## src/rtl/base64_decoder.sv

```systemverilog
// Streaming Base64 decoder: ASCII characters in, decoded bytes out, with '=' pad handling.
// Optional build macro BASE64_SKIP_WS_EN makes CR, LF, space and TAB silently ignored.
module base64_decoder (
   input  logic       clk,
   input  logic       rst_n,
   input  logic [7:0] in_data,
   input  logic       in_valid,
   output logic       in_ready,
   output logic [7:0] out_data,
   output logic       out_valid,
   input  logic       out_ready,
   output logic       msg_done,
   output logic       err
);

   // state   | meaning
   // COLLECT | accepting characters, building a quartet in s0..s3
   // EMIT    | presenting the first n decoded bytes, input stalled

   typedef enum logic {COLLECT = 1'b0, EMIT = 1'b1} state_t;

   state_t     state, state_nxt;
   logic [1:0] pos, pos_nxt;
   logic [5:0] s0, s1, s2, s3;
   logic [5:0] s0_nxt, s1_nxt, s2_nxt, s3_nxt;
   logic       pad2, pad2_nxt;
   logic [1:0] n, n_nxt;
   logic [1:0] idx, idx_nxt;
   logic       in_ready_nxt, out_valid_nxt, msg_done_nxt, err_nxt;
   logic [7:0] out_data_nxt;

   logic [5:0] sextet;
   logic       is_b64, is_pad, bad, accept;
   logic [7:0] byte1, byte2;

`ifdef BASE64_SKIP_WS_EN
   logic is_ws;
   assign is_ws = (in_data == 8'h0D) || (in_data == 8'h0A) ||
                  (in_data == 8'h20) || (in_data == 8'h09);
`else
   logic is_ws;
   assign is_ws = 1'b0;
`endif

   always_comb begin
      sextet = 6'd0;
      is_b64 = 1'b0;
      is_pad = (in_data == 8'h3D);
      if (in_data >= 8'h41 && in_data <= 8'h5A) begin
         is_b64 = 1'b1;
         sextet = 6'(in_data - 8'd65);
      end else if (in_data >= 8'h61 && in_data <= 8'h7A) begin
         is_b64 = 1'b1;
         sextet = 6'(in_data - 8'd71);
      end else if (in_data >= 8'h30 && in_data <= 8'h39) begin
         is_b64 = 1'b1;
         sextet = 6'(in_data + 8'd4);
      end else if (in_data == 8'h2B) begin
         is_b64 = 1'b1;
         sextet = 6'd62;
      end else if (in_data == 8'h2F) begin
         is_b64 = 1'b1;
         sextet = 6'd63;
      end
   end

   // A pad is only legal in the last two slots, and once slot 2 is a pad slot 3 must be too.
   assign bad = (!is_b64 && !is_pad) ||
                (is_pad && (pos < 2'd2)) ||
                (!is_pad && (pos == 2'd3) && pad2);

   assign accept = in_valid && in_ready;
   assign byte1  = {s1[3:0], s2[5:2]};
   assign byte2  = {s2[1:0], s3};

   always_comb begin
      state_nxt     = state;
      pos_nxt       = pos;
      s0_nxt        = s0;
      s1_nxt        = s1;
      s2_nxt        = s2;
      s3_nxt        = s3;
      pad2_nxt      = pad2;
      n_nxt         = n;
      idx_nxt       = idx;
      in_ready_nxt  = in_ready;
      out_data_nxt  = out_data;
      out_valid_nxt = out_valid;
      msg_done_nxt  = 1'b0;
      err_nxt       = 1'b0;
      case (state)
         COLLECT: begin
            in_ready_nxt = 1'b1;
            if (accept && !is_ws) begin
               if (bad) begin
                  pos_nxt  = 2'd0;
                  pad2_nxt = 1'b0;
                  err_nxt  = 1'b1;
               end else begin
                  case (pos)
                     2'd0: s0_nxt = sextet;
                     2'd1: s1_nxt = sextet;
                     2'd2: begin
                        s2_nxt   = sextet;
                        pad2_nxt = is_pad;
                     end
                     default: s3_nxt = sextet;
                  endcase
                  pos_nxt = 2'(pos + 2'd1);
                  if (pos == 2'd3) begin
                     // byte0 only needs s0/s1, which are already held
                     state_nxt     = EMIT;
                     pos_nxt       = 2'd0;
                     pad2_nxt      = 1'b0;
                     idx_nxt       = 2'd0;
                     in_ready_nxt  = 1'b0;
                     out_valid_nxt = 1'b1;
                     out_data_nxt  = {s0, s1[5:4]};
                     n_nxt         = !is_pad ? 2'd3 : (pad2 ? 2'd1 : 2'd2);
                  end
               end
            end
         end
         EMIT: begin
            in_ready_nxt = 1'b0;
            if (out_ready) begin
               if (idx == 2'(n - 2'd1)) begin
                  state_nxt     = COLLECT;
                  idx_nxt       = 2'd0;
                  out_valid_nxt = 1'b0;
                  in_ready_nxt  = 1'b1;
                  msg_done_nxt  = (n != 2'd3);
               end else begin
                  idx_nxt      = 2'(idx + 2'd1);
                  out_data_nxt = (idx == 2'd0) ? byte1 : byte2;
               end
            end
         end
         default: state_nxt = COLLECT;
      endcase
   end

   always_ff @(posedge clk or negedge rst_n) begin
      if (!rst_n) begin
         state     <= COLLECT;
         pos       <= 2'd0;
         s0        <= 6'd0;
         s1        <= 6'd0;
         s2        <= 6'd0;
         s3        <= 6'd0;
         pad2      <= 1'b0;
         n         <= 2'd3;
         idx       <= 2'd0;
         in_ready  <= 1'b0;
         out_data  <= 8'h00;
         out_valid <= 1'b0;
         msg_done  <= 1'b0;
         err       <= 1'b0;
      end else begin
         state     <= state_nxt;
         pos       <= pos_nxt;
         s0        <= s0_nxt;
         s1        <= s1_nxt;
         s2        <= s2_nxt;
         s3        <= s3_nxt;
         pad2      <= pad2_nxt;
         n         <= n_nxt;
         idx       <= idx_nxt;
         in_ready  <= in_ready_nxt;
         out_data  <= out_data_nxt;
         out_valid <= out_valid_nxt;
         msg_done  <= msg_done_nxt;
         err       <= err_nxt;
      end
   end

endmodule

```

## config.mk

```make
export PLATFORM = sky130hd
export DESIGN_NAME = base64_decoder
export DESIGN_NICKNAME = d
export VERILOG_FILES = /design/src/rtl/base64_decoder.sv
export SDC_FILE = /design/constraint.sdc
export NUM_CORES = 1
export LEC_CHECK = 0
export BUFFER_PORTS_ARGS = -buffer_cell sky130_fd_sc_hd__buf_2
export CAP_MARGIN = 20
export CORE_UTILIZATION = 45
export CTS_BUF_LIST = sky130_fd_sc_hd__clkbuf_4 sky130_fd_sc_hd__clkbuf_8
export DETAILED_ROUTE_END_ITERATION = 8
export PLACE_DENSITY = 0.74
export SLEW_MARGIN = 15
export SYNTH_ARGS = -nofsm -noshare
export SYNTH_HDL_FRONTEND = slang
export SYNTH_SLANG_ARGS = --single-unit
```

## constraint.sdc

```tcl
create_clock -name clk -period 3.2 [get_ports clk]
set_input_delay 0.48 -clock clk [delete_from_list [all_inputs] [get_ports clk]]
set_output_delay 0.48 -clock clk [all_outputs]
set_load 0.02 [all_outputs]
```

==> results of run 1 <==
==> through the flow <==
stage / hold WS (ns) / instance area (um2) / setup WS [ns] / std cells / utilization
2_1_floorplan: 0.184 / 2830 / 0.819 / 270 / -
3_3_place_gp: 0.469 / 2960 / 0.437 / 357 / 0.495
3_5_place_dp: 0.478 / 2960 / 0.394 / 357 / 0.495
4_1_cts: 0.354 / 3070 / 0.707 / 365 / 0.513
5_1_grt: 0.401 / 3070 / 0.549 / 365 / 0.513
6_report: 0.325 / 3070 / 0.688 / 365 / 0.513
==> final timing paths <==
path / end / from
max: out_data[6] / in_data[1]
min: out_valid / rst_n
max reg2reg: s3[3] / state
min reg2reg: n[0] / n[0]
max in group asynchronous: s0[3] / rst_n
min in group clk: n[0] / n[0]
==> final cells by class <==
class	instances	share of cell area
Clock buffer	5	0.0224
Clock inverter	3	0.0138
Inverter	13	0.0159
Multi-Input combinational cell	202	0.521
Sequential cell	44	0.359
Tap cell	75	0.0305
Timing Repair Buffer	23	0.0374
==> sequential cells by signal (all words and copies together), names as in the netlist <==
name	flops
msg_done	1
out_data	8
n	2
err	1
pos	2
s3	6
s0	6
s2	6
s1	6
out_valid	1
state	1
in_ready	1
idx	2
pad2	1
==> cells in the mapped netlist (3+ instances only) <==
cell       n  area (um2)
a21oi_1    7        35.0
a31oi_1    5        31.3
buf_6      5        56.3
clkbuf_1   5        18.8
dfrtp_1   42        1050
ha_1      16         200
inv_1     13        48.8
mux2_1    20         225
mux2_4     4        60.1
mux2i_1    8        80.1
nand2_1   33         124
nand2_4    4        45.0
nand3_1   13        65.1
nand3b_1   3        22.5
nor2_1     8        30.0
o211ai_1   3        22.5
o21ai_0   14        70.1
o221a_1    6        67.6
xor2_1     5        43.8
==> per-layer routing <==
layer,GRT usage,vias up,wire (um)
li1,-,1029,-
met1,0.279,1055,2910
met2,0.321,52,2860
met3,0.0315,7,249
met4,0.0536,0,58
met5,0,-,0
==> critical path, stage by stage <==
cell and delay [ns]:
buf_2 0.16, inv_1 0.08, ha_1 0.26, nand2b_4 0.17
a211o_2 0.38, a2bb2oi_2 0.25, a31o_2 0.39, nand2_2 0.22
o221a_2 0.30
==> kinds of logic after synthesis <==
logic type,count (synthesis),share of synthesized area
simple gates,85,0.170
compound gates,64,0.181
flops,44,0.389
mux,32,0.129
buf+inv,24,0.0455
fa+ha+maj,16,0.0706
xor+xnor,5,0.0155
==> power groups by stage <==
stage	combinational [mW]	clock (mW)	sequential, mW
floorplan	0.341	0	0.798
global placement	0.521	0	0.761
detailed placement	0.534	0	0.763
CTS	0.541	0.432	0.755
global route	0.594	0.450	0.768
finish	0.537	0.421	0.757
==> impl_metrics.py, run 1 <==
metrics = {
    "routing": {
        "viasPerCell": 5.87,
        "dr.pass1.iters": 4,
        "postRouteAntennaNets": 0,
        "drtIter0Drc": 186,
        "wire_per_inst_um": 16.7,
        "wirelength_um": 6080,
        "vias": 2143,
        "drc": 0,
    },
    "cells_and_area": {
        "regArea_mm2": 0.00110,
        "diodes": 0,
        "final.fill_count": 540,
        "drive_above_1_share": 0.207,
        "multi_input_area_mm2": 0.00160,
        "final_cell_mix": "dfrtp_1, nand2_1, buf_2, mux2_1, ha_1",
        "area_growth_pct": 8.48,
        "final_common_cell": "dfrtp_1",
        "nNetsFinal": 317,
    },
    "sta": {
        "drv_slew": 0,
        "relSlewSlack": 0.360,
        "final_hold_viol_count": 0,
        "rsz0062_at_grt": "false",
        "worst_slew_pin_slew_ns": 0.960,
        "skew_ns": 0.00922,
        "max_freq_ghz": 0.398,
        "setup_tns_ns": 0,
        "setup-violations-final": 0,
        "min_period_over_period": 0.785,
        "period_needed_ns": 2.51,
    },
    "worst_setup_path": {
        "worst_setup_path_start_kind": "input pin",
        "cp.arrival_ns": 2.70,
        "path_class": "input pin to register",
        "setup.worst_path.end_class": "register",
        "rr_worst_depth": 6,
        "rrSetupSlack_ns": 1.01,
        "worstPathMaxFanout": 12,
        "cp.required_ns": 3.39,
    },
    "global_route": {
        "grt_max_degree": 45,
        "grt_pass1_wl_um": 9920,
        "grt_overflow": 0,
        "grt.total_usage": 0.201,
        "first_global_vias": 2026,
        "antenna_found_initial": 0,
    },
    "power": {
        "p_leak_nw": 1.47,
        "pwr-share-seq": 0.441,
        "switching_share": 0.349,
        "peakVddDrop_mv": 0.328,
        "power_frac_comb": 0.313,
        "power.density_mw_per_mm2": 558,
        "p_int_mw": 1.12,
        "p_sw_uw": 598,
        "totalPowerFinal_mw": 1.71,
        "clkPwrFrac": 0.246,
    },
    "clocking": {
        "cts_root_buffer": "clkbuf_8",
        "cts_tree": "built",
        "path_clk_slew_ns": 0.08,
        "clock_latency_ns": 0.30,
        "htree_levels": 2,
        "cts_made_buffers": 5,
        "cts_resized": 0,
        "clock_sink_count": 44,
        "clock_path_buffers": 2,
        "postCtsHoldBufs": 0,
        "post_cts.repair.setup_buffers": 0,
    },
    "place": {
        "io_buffers": 23,
        "gp_congestion": 0.894,
        "post-dp-hpwl_um": 4400,
    },
    "floorplan": {
        "fp-row-count": 28,
        "die_h_um": 81.4,
        "io_pins": 24,
        "start_util": 0.473,
        "die-area_mm2": 0.00662,
        "die_x_um": 81.4,
        "fp.coreArea_mm2": 0.00599,
    },
    "synthesis": {
        "synth_seq_cells": 44,
        "syn_nets": 298,
        "ys_types": 61,
        "syn_area_per_cell_um2": 10.5,
        "synth_cells": 270,
        "syn_area_mm2": 0.00283,
        "synth_ff_type": "dfrtp_1",
        "ys_seq_area_frac": 0.389,
        "ys_warn_count": 0,
        "synth-edff-count": 0,
        "ys_async_sr_fraction": 1.00,
    },
    "outcome": {
        "outcome": "finished, final reports clean",
    },
    "hold_path": {
        "hold_class": "input pin to asynchronous set/reset pin",
    },
    "flow_run": {
        "maxCapViolations": 0,
    },
}
(Power assumes the default switching activity.)
==> run 2, diff against run 1 <==
Settings changed: PLACE_DENSITY 0.74 to 0.76.
Clock period 3.2 ns to 2.3 ns, I/O delays scaled along.
==> run 2 against run 1 <==
  * Final area rose by 8.1%
  * Setup slack got worse by 0.46 ns
  * Clock skew barely moved
  * Via count rose by 6.5%
  * Clock-buffer cell count rose by 1
  * Clock power rose by 51%
==> impl_metrics.py, run 2 (synthesized netlist as in run 1, its figures left out) <==
metrics = {
    "floorplan": {
        "die_x_um": 81.4,
        "die_h_um": 81.4,
        "io_pins": 24,
        "fp-row-count": 28,
        "die-area_mm2": 0.00662,
        "fp.coreArea_mm2": 0.00599,
        "start_util": 0.473,
    },
    "worst_setup_path": {
        "worst_setup_path_start_kind": "input pin",
        "cp.required_ns": 2.49,
        "crit_family": "compound AO/OA/AOI/OAI gates",
        "max_stage_delay_ns": 0.34,
        "cp.arrival_ns": 2.26,
        "worstPathMaxFanout": 7,
        "crit_path_cell_trace": "buf_2, inv_1, ha_1, a21o_2, a31oi_1, buf_4, and2_1, a221oi_1, o22ai_2, mux2_1",
        "crit_buf_inv": 3,
        "path_class": "input pin to register",
        "setup.worst_path.end_class": "register",
        "slowest_stage": "a221oi_1",
    },
    "cells_and_area": {
        "area_growth_pct": 17.3,
        "max_flop_register": "out_data",
        "final_cell_mix": "dfrtp_1, nand2_1, buf_4, buf_2, mux2_1",
        "utilization": 0.555,
        "final_common_cell": "dfrtp_1",
        "diodes": 0,
        "nNetsFinal": 347,
        "drive_above_1_share": 0.278,
        "largest_register_ffs": 8,
        "final.fill_count": 519,
    },
    "sta": {
        "worst_slew_pin_slew_ns": 0.504,
        "setup-violations-final": 0,
        "drv_slew": 0,
        "skew_ns": 0.00962,
        "period_needed_ns": 2.07,
        "min_period_over_period": 0.900,
        "max_freq_ghz": 0.483,
        "fin_hold_ws_ns": 0.344,
        "final_hold_viol_count": 0,
        "relSlewSlack": 0.664,
        "rsz0062_at_grt": "false",
        "setup_tns_ns": 0,
    },
    "routing": {
        "postRouteAntennaNets": 0,
        "vias": 2283,
        "dr.pass1.iters": 4,
        "wirelength_um": 6190,
        "wire_per_inst_um": 15.7,
        "viasPerCell": 5.78,
        "drtIter0Drc": 121,
        "drc": 0,
    },
    "clocking": {
        "clock_latency_ns": 0.31,
        "htree_levels": 2,
        "clock_sink_count": 44,
        "cts_tree": "built",
        "cts_root_buffer": "clkbuf_8",
        "cts_made_buffers": 5,
        "clock_path_buffers": 2,
        "path_clk_slew_ns": 0.09,
    },
    "hold_path": {
        "hold_class": "input pin to asynchronous set/reset pin",
    },
    "place": {
        "post-dp-hpwl_um": 4820,
        "gp_congestion": 0.881,
        "io_buffers": 23,
    },
    "global_route": {
        "grt_pass1_wl_um": 10500,
        "grt_max_degree": 23,
        "grt_overflow": 0,
        "antenna_found_initial": 0,
        "first_global_vias": 2204,
        "grt.total_usage": 0.210,
    },
    "flow_run": {
        "maxCapViolations": 0,
    },
    "power": {
        "p_leak_nw": 1.63,
        "power.density_mw_per_mm2": 744,
        "peakVddDrop_mv": 0.447,
    },
    "outcome": {
        "outcome": "finished, final reports clean",
    },
}
run 2: cell types whose count changed in the layout (fill, tap and decap cells not counted):
cell           before  now
buf_4               0   28
dlygate4sd3_1       0    1
clkinvlp_4          1    0
buf_12              0    1
clkinv_2            1    0
clkinv_4            0    1
clkbuf_8            5    6
run 2: worst register-to-register path: cells and delay by family, from the launching register on:
family	cells	cell delay (ns)
flops	1	0.46
simple gates	1	0.15
compound gates	3	0.64
mux	1	0.35
fa+ha+maj	1	0.29
run 2: layout make-up:
type / instances / area (um2) / area share
repair buffers: 53 / 355 / 0.107
well taps: 75 / 93.8 / 0.0282
clock inverters: 2 / 38.8 / 0.0117
inverters: 13 / 48.8 / 0.0147
clock buffers: 6 / 82.6 / 0.0248
flip-flops and latches: 44 / 1100 / 0.332
multi-input cells: 202 / 1600 / 0.482
run 2: what timing repair did:
| item | in CTS | in global routing |
|---|---|---|
| setup buffers | 0 | 0 |
| hold buffers | 1 | 0 |
| endpoints found under the hold margin | 1 | 0 |
| resized for setup | 0 | 0 |
run 2: per-layer routing:
layer	wire length, um	global-route usage	up-vias
met2	3040	0.347	50
met4	97	0.0661	0
met3	211	0.0348	11
met5	0	0	-
li1	-	-	1090
met1	2850	0.278	1132
run 2: metrics by stage:
step | power, mW | instance area [um2] | cells | setup slack, ns
3_5_place_dp | 1.85 | 3190 | 386 | -0.0912
6_report | 2.47 | 3320 | 395 | 0.231
2_1_floorplan | 1.59 | 2830 | 270 | 0.0541
3_3_place_gp | 1.83 | 3190 | 386 | -0.0280
4_1_cts | 2.49 | 3320 | 395 | 0.236
5_1_grt | 2.62 | 3320 | 395 | 0.0926
run 2: final timing paths:
check                                 from          end  slack (ns)  depth (start not counted)
worst max-delay path            in_data[2]        s2[3]        0.23                         10
worst min-delay path                 rst_n  out_data[4]        0.34                          2
worst max register to register      pos[0]        s0[3]        0.29                          6
worst min register to register        n[0]         n[0]        0.48                          2
max in group asynchronous            rst_n         n[1]        1.43                          3
min in group clk                 out_ready       idx[0]        0.43                          3
run 2: where the power goes:
group          internal (mW)  leakage, nW  switching (mW)  total, mW
Sequential             0.927        0.579           0.115       1.04
Combinational          0.346        0.994           0.450      0.796
Clock                  0.355       0.0614           0.278      0.634
==> run 3, diff against run 2 <==
Settings changed: CTS_BUF_LIST sky130_fd_sc_hd__clkbuf_4 sky130_fd_sc_hd__clkbuf_8 to sky130_fd_sc_hd__clkbuf_16.
==> run 3 against run 2 <==
  * Sequential power barely moved
  * Wire length up 1.2%
  * Via count is 1.2% lower
  * First-iteration DRC count grew 9.1%
  * Clock power grew 27%
  * Final cell count did not move
  * Global-route usage rose by 0.52 points
==> impl_metrics.py, run 3 (synthesized netlist as in run 1, its figures left out) <==
metrics = {
    "worst_setup_path": {
        "crit_path_cell_trace": "buf_2, inv_1, ha_1, a21o_2, a31oi_1, buf_4, and2_1, a221oi_1, o22ai_2, mux2_1",
        "cp.required_ns": 2.46,
        "max_stage_delay_ns": 0.34,
        "crit_family": "compound AO/OA/AOI/OAI gates",
        "worst_setup_path_start_kind": "input pin",
        "crit_buf_inv": 3,
        "setup.worst_path.end_class": "register",
        "slowest_stage": "a221oi_1",
        "path_class": "input pin to register",
        "worstPathMaxFanout": 7,
        "cp.arrival_ns": 2.26,
    },
    "routing": {
        "postRouteAntennaNets": 0,
        "drtIter0Drc": 132,
        "drc": 0,
        "dr.pass1.iters": 4,
        "viasPerCell": 5.71,
        "wire_per_inst_um": 15.9,
        "wirelength_um": 6270,
        "vias": 2255,
    },
    "clocking": {
        "clock_path_buffers": 2,
        "post_cts.repair.setup_buffers": 0,
        "path_clk_slew_ns": 0.06,
        "cts_made_buffers": 5,
        "clock_latency_ns": 0.29,
        "htree_levels": 2,
        "clock_sink_count": 44,
        "cts_tree": "built",
        "cts_root_buffer": "clkbuf_16",
    },
    "sta": {
        "drv_slew": 0,
        "relSlewSlack": 0.661,
        "rsz0062_at_grt": "false",
        "max_freq_ghz": 0.478,
        "min_period_over_period": 0.909,
        "fin_hold_ws_ns": 0.370,
        "final_hold_viol_count": 0,
        "skew_ns": 0.00646,
        "worst_slew_pin_slew_ns": 0.508,
        "period_needed_ns": 2.09,
        "setup-violations-final": 0,
        "setup_tns_ns": 0,
    },
    "cells_and_area": {
        "max_flop_register": "out_data",
        "area_growth_pct": 18.9,
        "diodes": 0,
        "multi_input_area_mm2": 0.00160,
        "drive_above_1_share": 0.275,
        "final_common_cell": "dfrtp_1",
        "nNetsFinal": 347,
        "regArea_mm2": 0.00110,
        "final.fill_count": 515,
        "largest_register_ffs": 8,
        "final_cell_mix": "dfrtp_1, nand2_1, buf_4, buf_2, mux2_1",
    },
    "global_route": {
        "grt_overflow": 0,
        "first_global_vias": 2232,
        "antenna_found_initial": 0,
        "grt_max_degree": 23,
        "grt_pass1_wl_um": 10700,
        "grt.total_usage": 0.215,
    },
    "floorplan": {
        "io_pins": 24,
        "fp-row-count": 28,
        "start_util": 0.473,
        "die-area_mm2": 0.00662,
        "fp.coreArea_mm2": 0.00599,
        "die_x_um": 81.4,
        "die_h_um": 81.4,
    },
    "power": {
        "peakVddDrop_mv": 0.547,
        "power.density_mw_per_mm2": 786,
        "p_leak_nw": 1.65,
    },
    "place": {
        "post-dp-hpwl_um": 4820,
        "gp_congestion": 0.881,
        "io_buffers": 23,
    },
    "outcome": {
        "outcome": "finished, final reports clean",
    },
    "flow_run": {
        "maxCapViolations": 0,
    },
    "hold_path": {
        "hold_class": "input pin to asynchronous set/reset pin",
    },
}
[run 3: metrics by stage]
| stage | instances | instance area (um2) | setup slack (ns) | util | power, mW |
|---|---|---|---|---|---|
| floorplan | 270 | 2830 | 0.0541 | - | 1.59 |
| global placement | 386 | 3190 | -0.0280 | 0.533 | 1.83 |
| detailed placement | 386 | 3190 | -0.0912 | 0.533 | 1.85 |
| CTS | 395 | 3370 | 0.217 | 0.563 | 2.67 |
| global route | 395 | 3370 | 0.0730 | 0.563 | 2.80 |
| finish | 395 | 3370 | 0.209 | 0.563 | 2.65 |
[run 3: worst register-to-register path: stages (launching register included)]
cell	delay (ns)
dfrtp_1	0.45
ha_1	0.30
a221oi_1	0.31
a31oi_1	0.17
o21ai_4	0.16
nand2_4	0.15
mux2_1	0.34
[run 3: worst paths after layout]
check,start,end,slack (ns),cells past startpoint
setup / recovery,in_data[2],s2[3],0.21,10
hold / removal,rst_n,out_data[4],0.37,2
setup reg to reg,pos[0],s0[3],0.29,6
hold reg to reg,n[0],n[0],0.48,2
max in group asynchronous,rst_n,n[1],1.42,3
min in group clk,out_ready,idx[0],0.46,3
[run 3: timing repair]
item | in CTS | in global routing
gates resized for setup | 0 | 0
hold buffers | 1 | 0
endpoints found under the hold margin | 1 | 0
[run 3: power breakdown]
| part | total (mW) | switching (mW) | internal (mW) |
|---|---|---|---|
| clock | 0.806 | 0.296 | 0.510 |
| combinational | 0.799 | 0.454 | 0.346 |
| sequential | 1.04 | 0.115 | 0.929 |
[run 3: layout make-up]
cell class | instances | area share
repair buffers | 53 | 0.105
clock buffers | 5 | 0.0371
multi-input cells | 202 | 0.475
inverters | 13 | 0.0145
well taps | 75 | 0.0278
flip-flops and latches | 44 | 0.327
clock inverters | 3 | 0.0126
[run 3: per-layer routing]
metal | up-vias | wire (um) | GRT usage
li1 | 1087 | - | -
met1 | 1110 | 2900 | 0.277
met2 | 51 | 3030 | 0.360
met3 | 7 | 240 | 0.0382
met4 | 0 | 102 | 0.0732
met5 | - | 0 | 0
